===== src/rtl/fsm_useq.sv =====
// Microsequenced control unit: runs one of 2^SEL_W writable microprograms, one control word per clock.
// Optional macro FSM_USEQ_STEP_EN adds a STEP input that gates advancement in RUN.
module fsm_useq #(
   parameter int unsigned SEL_W  = 2,
   parameter int unsigned STEP_W = 3,
   parameter int unsigned WORD_W = 13
) (
   input  logic                    CLK_MASTER,
   input  logic                    RST,
   input  logic [SEL_W-1:0]        selector,
   input  logic                    START,
`ifdef FSM_USEQ_STEP_EN
   input  logic                    STEP,
`endif
   input  logic                    WE,
   input  logic [SEL_W+STEP_W-1:0] WADDR,
   input  logic [WORD_W:0]         WDATA,
   output logic [WORD_W-1:0]       SALIDA,
   output logic                    BUSY,
   output logic                    DONE
);

   localparam int unsigned ADDR_W    = SEL_W + STEP_W;
   localparam int unsigned DEPTH     = 1 << ADDR_W;
   localparam int unsigned LAST_STEP = (1 << STEP_W) - 1;

   typedef enum logic [1:0] {
      S_IDLE = 2'd0,
      S_RUN  = 2'd1,
      S_DONE = 2'd2
   } state_e;

   state_e              state_q, state_d;
   logic [SEL_W-1:0]    prog_q, prog_d;
   logic [STEP_W-1:0]   step_q, step_d;
   logic                end_q, end_d;
   logic [WORD_W-1:0]   salida_q, salida_d;
   logic                busy_q, busy_d;
   logic                done_q, done_d;

   logic [WORD_W:0]     mem_q [DEPTH];

   logic                mem_we_c;
   logic                advance_c;
   logic [STEP_W-1:0]   step_inc_c;
   logic [ADDR_W-1:0]   start_addr_c;
   logic [WORD_W:0]     start_word_c;
   logic [WORD_W:0]     next_word_c;

`ifdef FSM_USEQ_STEP_EN
   assign advance_c = STEP;
`else
   assign advance_c = 1'b1;
`endif

   assign mem_we_c     = (state_q == S_IDLE) && WE;
   assign step_inc_c   = step_q + STEP_W'(1);
   assign start_addr_c = {selector, STEP_W'(0)};
   assign next_word_c  = mem_q[{prog_q, step_inc_c}];

   // A write landing on the same edge as START must be seen by step 0.
   always_comb begin
      if (mem_we_c && (WADDR == start_addr_c)) begin
         start_word_c = WDATA;
      end else begin
         start_word_c = mem_q[start_addr_c];
      end
   end

   // Microcode store; intentionally not cleared by reset.
   always_ff @(posedge CLK_MASTER) begin
      if (mem_we_c) begin
         mem_q[WADDR] <= WDATA;
      end
   end

   always_ff @(posedge CLK_MASTER) begin
      if (RST) begin
         state_q  <= S_IDLE;
         prog_q   <= '0;
         step_q   <= '0;
         end_q    <= 1'b0;
         salida_q <= '0;
         busy_q   <= 1'b0;
         done_q   <= 1'b0;
      end else begin
         state_q  <= state_d;
         prog_q   <= prog_d;
         step_q   <= step_d;
         end_q    <= end_d;
         salida_q <= salida_d;
         busy_q   <= busy_d;
         done_q   <= done_d;
      end
   end

   // Next state plus next values of the registered outputs.
   always_comb begin
      state_d  = state_q;
      prog_d   = prog_q;
      step_d   = step_q;
      end_d    = end_q;
      salida_d = '0;
      busy_d   = 1'b0;
      done_d   = 1'b0;

      unique case (state_q)
         S_IDLE: begin
            if (START) begin
               state_d  = S_RUN;
               prog_d   = selector;
               step_d   = '0;
               end_d    = start_word_c[WORD_W];
               salida_d = start_word_c[WORD_W-1:0];
               busy_d   = 1'b1;
            end
         end
         S_RUN: begin
            salida_d = salida_q;
            busy_d   = 1'b1;
            if (advance_c) begin
               if (end_q || (step_q == STEP_W'(LAST_STEP))) begin
                  state_d  = S_DONE;
                  step_d   = '0;
                  end_d    = 1'b0;
                  salida_d = '0;
                  busy_d   = 1'b0;
                  done_d   = 1'b1;
               end else begin
                  step_d   = step_inc_c;
                  end_d    = next_word_c[WORD_W];
                  salida_d = next_word_c[WORD_W-1:0];
               end
            end
         end
         S_DONE: begin
            state_d = S_IDLE;
         end
         default: begin
            state_d = S_IDLE;
         end
      endcase
   end

   assign SALIDA = salida_q;
   assign BUSY   = busy_q;
   assign DONE   = done_q;

endmodule


===== config.mk =====
export PLATFORM = sky130hd
export DESIGN_NAME = fsm_useq
export DESIGN_NICKNAME = d
export VERILOG_FILES = /design/src/rtl/fsm_useq.sv
export SDC_FILE = /design/constraint.sdc
export NUM_CORES = 1
export LEC_CHECK = 0
export ABC_AREA = 0
export BUFFER_PORTS_ARGS = -buffer_cell sky130_fd_sc_hd__buf_2
export CORE_MARGIN = 3
export CORE_UTILIZATION = 54
export DETAILED_ROUTE_END_ITERATION = 12
export PLACE_DENSITY = 0.77
export SYNTH_ARGS = -nofsm -noshare
export SYNTH_HDL_FRONTEND = slang
export SYNTH_SLANG_ARGS = --single-unit

===== constraint.sdc =====
create_clock -name CLK_MASTER -period 2.78 [get_ports CLK_MASTER]
set_clock_uncertainty 0.05 [all_clocks]
set_input_delay 0.278 -clock CLK_MASTER [delete_from_list [all_inputs] [get_ports CLK_MASTER]]
set_output_delay 0.278 -clock CLK_MASTER [all_outputs]
set_load 0.05 [all_outputs]

# After elaboration in Yosys (flattened, before gate mapping)
# Memory sizes are Yosys's and may differ from the RTL's.
# Index checks and enable logic that the tools add are counted.
[op_classes]
addsub = 1
multipliers = 0
n_div = 0
n_lt_le_gt_ge = 0
eq_ne = 5
shift = 0
n_mux = 19
bitwise = 1
reduce_logical = 9
[ops]
columns = ["operator", "n"]
rows = [
  ["2-to-1 mux 13 bit", 2],
  ["one-hot mux 13 bit (2 select lines)", 1],
  ["2-to-1 mux 14 bit", 1],
  ["2-to-1 mux 1 bit", 7],
  ["2-to-1 mux 3 bit", 2],
  ["one-hot mux 3 bit (2 select lines)", 1],
  ["AND reduction 2 bit", 3],
  ["equality test 5 bit", 1],
  ["2-to-1 mux 2 bit", 2],
  ["!= test 2 bit, second input constant", 2],
  ["one-hot mux 1 bit (2 select lines)", 2],
  ["one-hot mux 2 bit (2 select lines)", 1],
  ["adder 3 x 1 -> 3 bit, second input constant", 1],
  ["equality test 3 bit, second input constant", 1],
  ["equality test 2 x 1 -> 1 bit, second input constant", 1],
  ["logical AND 1 bit", 2],
  ["zero test 2 bit", 1],
  ["nonzero test 2 bit", 1],
  ["OR reduction 2 bit", 1],
  ["logical OR 1 bit", 1],
  ["NOT 1 bit", 1],
]
[totals]
register_bits = 23
latchBits = 0
mem_bits_rw = 448
mem_bits_ro = 0
input_bits = 25
output_inout_bits = 15
word_cells = 43
mem_count = 1
[mem_list]
columns = ["memory", "words", "word_bits", "rd", "rd_clocked_by_memory_dff", "wr", "line", "source"]
rows = [
  ["mem_q", 32, 14, 2, 0, 1, "41", "logic [WORD_W:0] mem_q [DEPTH];"],
]

# Longest topological paths before layout
[logic_depth]
word_depth = 6
ltp_mapped = 9
ltp_nobuf = 7

# Worst setup path after synthesis
# OpenSTA, ideal clock, no wires.
[synth_timing]
path_kind = "register to register"
from = "reg state_q[1]"
to = "mem mem_q[16][0] in the netlist's numbering (enable)"
setup_time_ps = 406
arrival_time_ps = 2066
required_ps = 2324
path_slack_ps = 258
stages_incl_launch_ff = 4
path_buffers = 0
period_less_slack_ps = 2522
path_cell_list = "dfxtp_1 > nor4b_2 > nand2_1 > nor3b_1"
[synth_via]
elab_chain_cells = 4
[synth_rtl]
columns = ["element", "line", "source"]
rows = [
  ["from (decl)", "33", "state_e state_q, state_d;"],
  ["from (signal assigned)", "87", "state_q <= state_d;"],
  ["zero test 2 bit", "56", "assign mem_we_c = (state_q == S_IDLE) && WE;"],
  ["logical AND 1 bit", "56", ""],
  ["2-to-1 mux 1 bit", "72", "if (mem_we_c) begin"],
  ["2-to-1 mux 1 bit (not written as such)", "73", "mem_q[WADDR] <= WDATA;"],
  ["to (decl)", "41", ""],
]
# Every way passes these cells.

# Final worst setup path
[layout_timing]
from = "reg step_q[0]"
to = "reg salida_q[4] (netlist: SALIDA[4])"
[layout_via]
elab_chain_cells = 4
elab_cells_between_ends = 6
cone_classes = "add/sub: 1; eq/ne: 1; mux: 2; reduce/logical: 1; memory: 1"
[layout_rtl]
columns = ["element", "line", "source"]
rows = [
  ["from (decl)", "35", "logic [STEP_W-1:0] step_q, step_d;"],
  ["from (signal assigned)", "89", "step_q <= step_d;"],
  ["adder 3 x 1 -> 3 bit or equality test 3 bit (tied branches)", "57, 122", ""],
  ["memory read (32 x 14 bit) or logical OR 1 bit (tied branches)", "n/a", ""],
  ["2-to-1 mux 13 bit *", "122", "if (end_q || (step_q == STEP_W'(LAST_STEP))) begin"],
  ["one-hot mux 13 bit (2 select lines) *", "107", "unique case (state_q)"],
  ["to (signal assigned)", "91", "salida_q <= salida_d;"],
  ["to (decl)", "37", "logic [WORD_W-1:0] salida_q, salida_d;"],
]
# Mark *: on every way between the ends. The rest lies on a longest branch, timed or not.
# A chain may end at the register's enable or synchronous reset.

==> flow_metrics.tcl <==
set metrics [dict create \
    status "finished, final reports clean" \
    die_area_um2 36700 \
    dr.first_iter.drc_count 1055 \
    worstSkewPairLatency_ns 0.56 \
    max_cap_viol_count 0 \
    grt_max_degree 74 \
    synth_ff_type "edfxtp_1" \
    core_um2 33700 \
    p_switching_mw 3.32 \
    nets 954 \
    cp-start-kind "register" \
    switching_share_pct 21.5 \
    drive_above_1_share_pct 33.7 \
    rows 67 \
    gp_congestion 0.855 \
    p_clk_share_pct 40.6 \
    drt-vias-per-instance 6.37 \
    cp_data_arrival_time_ns 2.76 \
    clkTransAtPathRegs_ns 0.06 \
    drt-total-wl_um 39900 \
    p_int_mw 12.1 \
    post_cts.repair.setup_buffers 0 \
    grt_pass1_wl_um 59800 \
    clock_sinks 471 \
    power_density_nw_per_um2 729 \
    grt_use_total_pct 22.4 \
    drtAntennaViolNets 0 \
    ys_seq_area_share_pct 74.8 \
    rsz0062_at_grt "no" \
    drc 0 \
    syn_to_final_growth_pct 13.8 \
    drv_slew 0 \
    dieHeight_um 192 \
    pwr-share-comb_pct 8.3 \
    routedWlPerCell_um 28.2 \
    synthCells 836 \
    clock_path_buffers 3 \
    grt.busiest_layer "met2" \
    use_met1_pct 32.0 \
    max_freq_mhz 420 \
    worstMarginPinSlew_ns 0.706 \
    peakVddDrop_mv 0.793 \
    relSlewSlack_pct 52.3 \
    grt_util_met2_pct 36.5 \
    cts_made_buffers 46 \
    cp_max_fo 73 \
    leakage_nw 6.67 \
    firstDrtPassIters 5 \
    min_path_type "in2reg" \
    antenna_cells 0 \
    critical_path_class "reg2reg" \
    ys_warn_count 0 \
    antenna_found_initial 0 \
    final_core_util_pct 62.8 \
    synth_area_per_cell_um2 22.2 \
    portBuffers 39 \
    setup_violations 0 \
    fill_cells 2236 \
    synth_nets 863 \
    cts_tree "done" \
    vias 8988 \
    tns_ns 0 \
    async_flop_share_pct 0 \
    critical_path_required_ns 3.16 \
    ys_seq_elements 471 \
    sequentialPowerShare_pct 51.0 \
    dp_hpwl_um 24300 \
    cp-end-kind "register" \
    syn_area_um2 18600 \
    synth_edf_count 448 \
    die_x_um 192 \
    ios 40 \
    start_util_pct 55.2 \
    root_buffer "clkbuf_16" \
    min_period_over_period_pct 85.7 \
    period_needed_ns 2.38 \
    grt_overflow 0 \
    cts_hold_buf 1 \
    cts_resized 0 \
    met3_usage_pct 3.69 \
    hold_viol 0 \
    htree_levels 2 \
    grt_pass1_vias 9280 \
    ys_types 44 \
]
==> per-stage QoR <==
step	hold WS, ns	total power, mW	instances	worst slack (ns)	instance area, um^2
2_1_floorplan	0.327	8.91	836	0.258	18600
3_3_place_gp	0.456	9.29	1326	0.425	19600
3_5_place_dp	0.465	9.32	1326	0.409	19600
4_1_cts	0.0317	15.5	1411	0.370	21200
5_1_grt	0.0442	15.9	1411	0.242	21200
6_report	0.0492	15.4	1411	0.398	21200
==> state kept, by name (all words and copies together), names as in the netlist <==
| name | flops |
|---|---|
| SALIDA | 13 |
| DONE | 1 |
| step_q | 3 |
| prog_q | 2 |
| mem_q | 448 |
| end_q | 1 |
| BUSY | 1 |
| state_q | 2 |
==> worst paths after layout <==
kind	from	end	slack, ns	cells past startpoint
setup / recovery	step_q[0]	SALIDA[4]	0.40	5
hold reg to reg	step_q[2]	step_q[2]	0.48	2
setup reg to reg	step_q[0]	SALIDA[4]	0.40	5
hold / removal	START	step_q[0]	0.05	3
==> critical path, stage by stage, from the launching register on <==
cell and delay [ns]:
dfxtp_4 0.40, buf_12 0.44, mux4_2 0.61, mux4_2 0.47, inv_1 0.09, o221ai_2 0.09
==> layout make-up <==
class	instances	area, um^2	area share (%)
flip-flops and latches	471	13900	65.8
clock buffers	56	1230	5.81
inverters	14	52.6	0.248
repair buffers	90	643	3.04
well taps	448	561	2.65
clock inverters	28	314	1.48
multi-input cells	304	4450	21.0
==> layout by cell type, fill, tap and decap left out, drive strengths merged, types with 2 or more instances in the layout <==
master	instances
a21oi	3
o221ai	13
nand2	8
xnor2	2
nor4b	4
o22a	13
o211ai	3
nand4	2
or3	2
or3b	2
inv	14
edfxtp	448
nand3	2
ha	2
a22oi	2
mux2	2
nor2	38
clkbuf	56
dfxtp	23
mux4	137
clkinv	21
nand3b	2
buf	89
bufinv	6
nor3	5
nor3b	3
mux2i	48
==> power groups by stage <==
stage / combinational, mW / sequential, mW / clock, mW
after floorplan: 0.831 / 8.08 / 0
after global placement: 1.27 / 8.03 / 0
after detailed placement: 1.29 / 8.03 / 0
after CTS: 1.30 / 7.88 / 6.36
after global routing: 1.37 / 7.88 / 6.65
final: 1.28 / 7.88 / 6.28
==> synthesized netlist by cell type (all sizes together) (4+ instances only) <==
library cell,n,share of area [%]
buf,30,0.85
clkbuf,17,0.34
dfxtp,23,2.5
edfxtp,448,72
inv,14,0.28
mux2i,48,2.6
mux4,137,17
nand2,8,0.16
nor2,38,0.78
nor3,5,0.13
nor4b,4,0.22
o221ai,13,0.95
o22a,13,0.61
==> metal layers <==
metal  vias to the layer above  wire length, um
met5                         -                0
met4                         0             1080
met3                        78             3250
met2                       427            20000
met1                      4758            15600
li1                       3725                -
==> cells by family after synthesis <==
family	synth area share, %
AND/OR/NAND/NOR	2.05
multiplexers	19.3
XOR/XNOR	0.0942
adder cells (fa/ha/maj)	0.135
flip-flops	74.8
buffers and inverters	1.48
AO/OA/AOI/OAI	2.10
No activity file was read; power rests on OpenSTA's default activity.
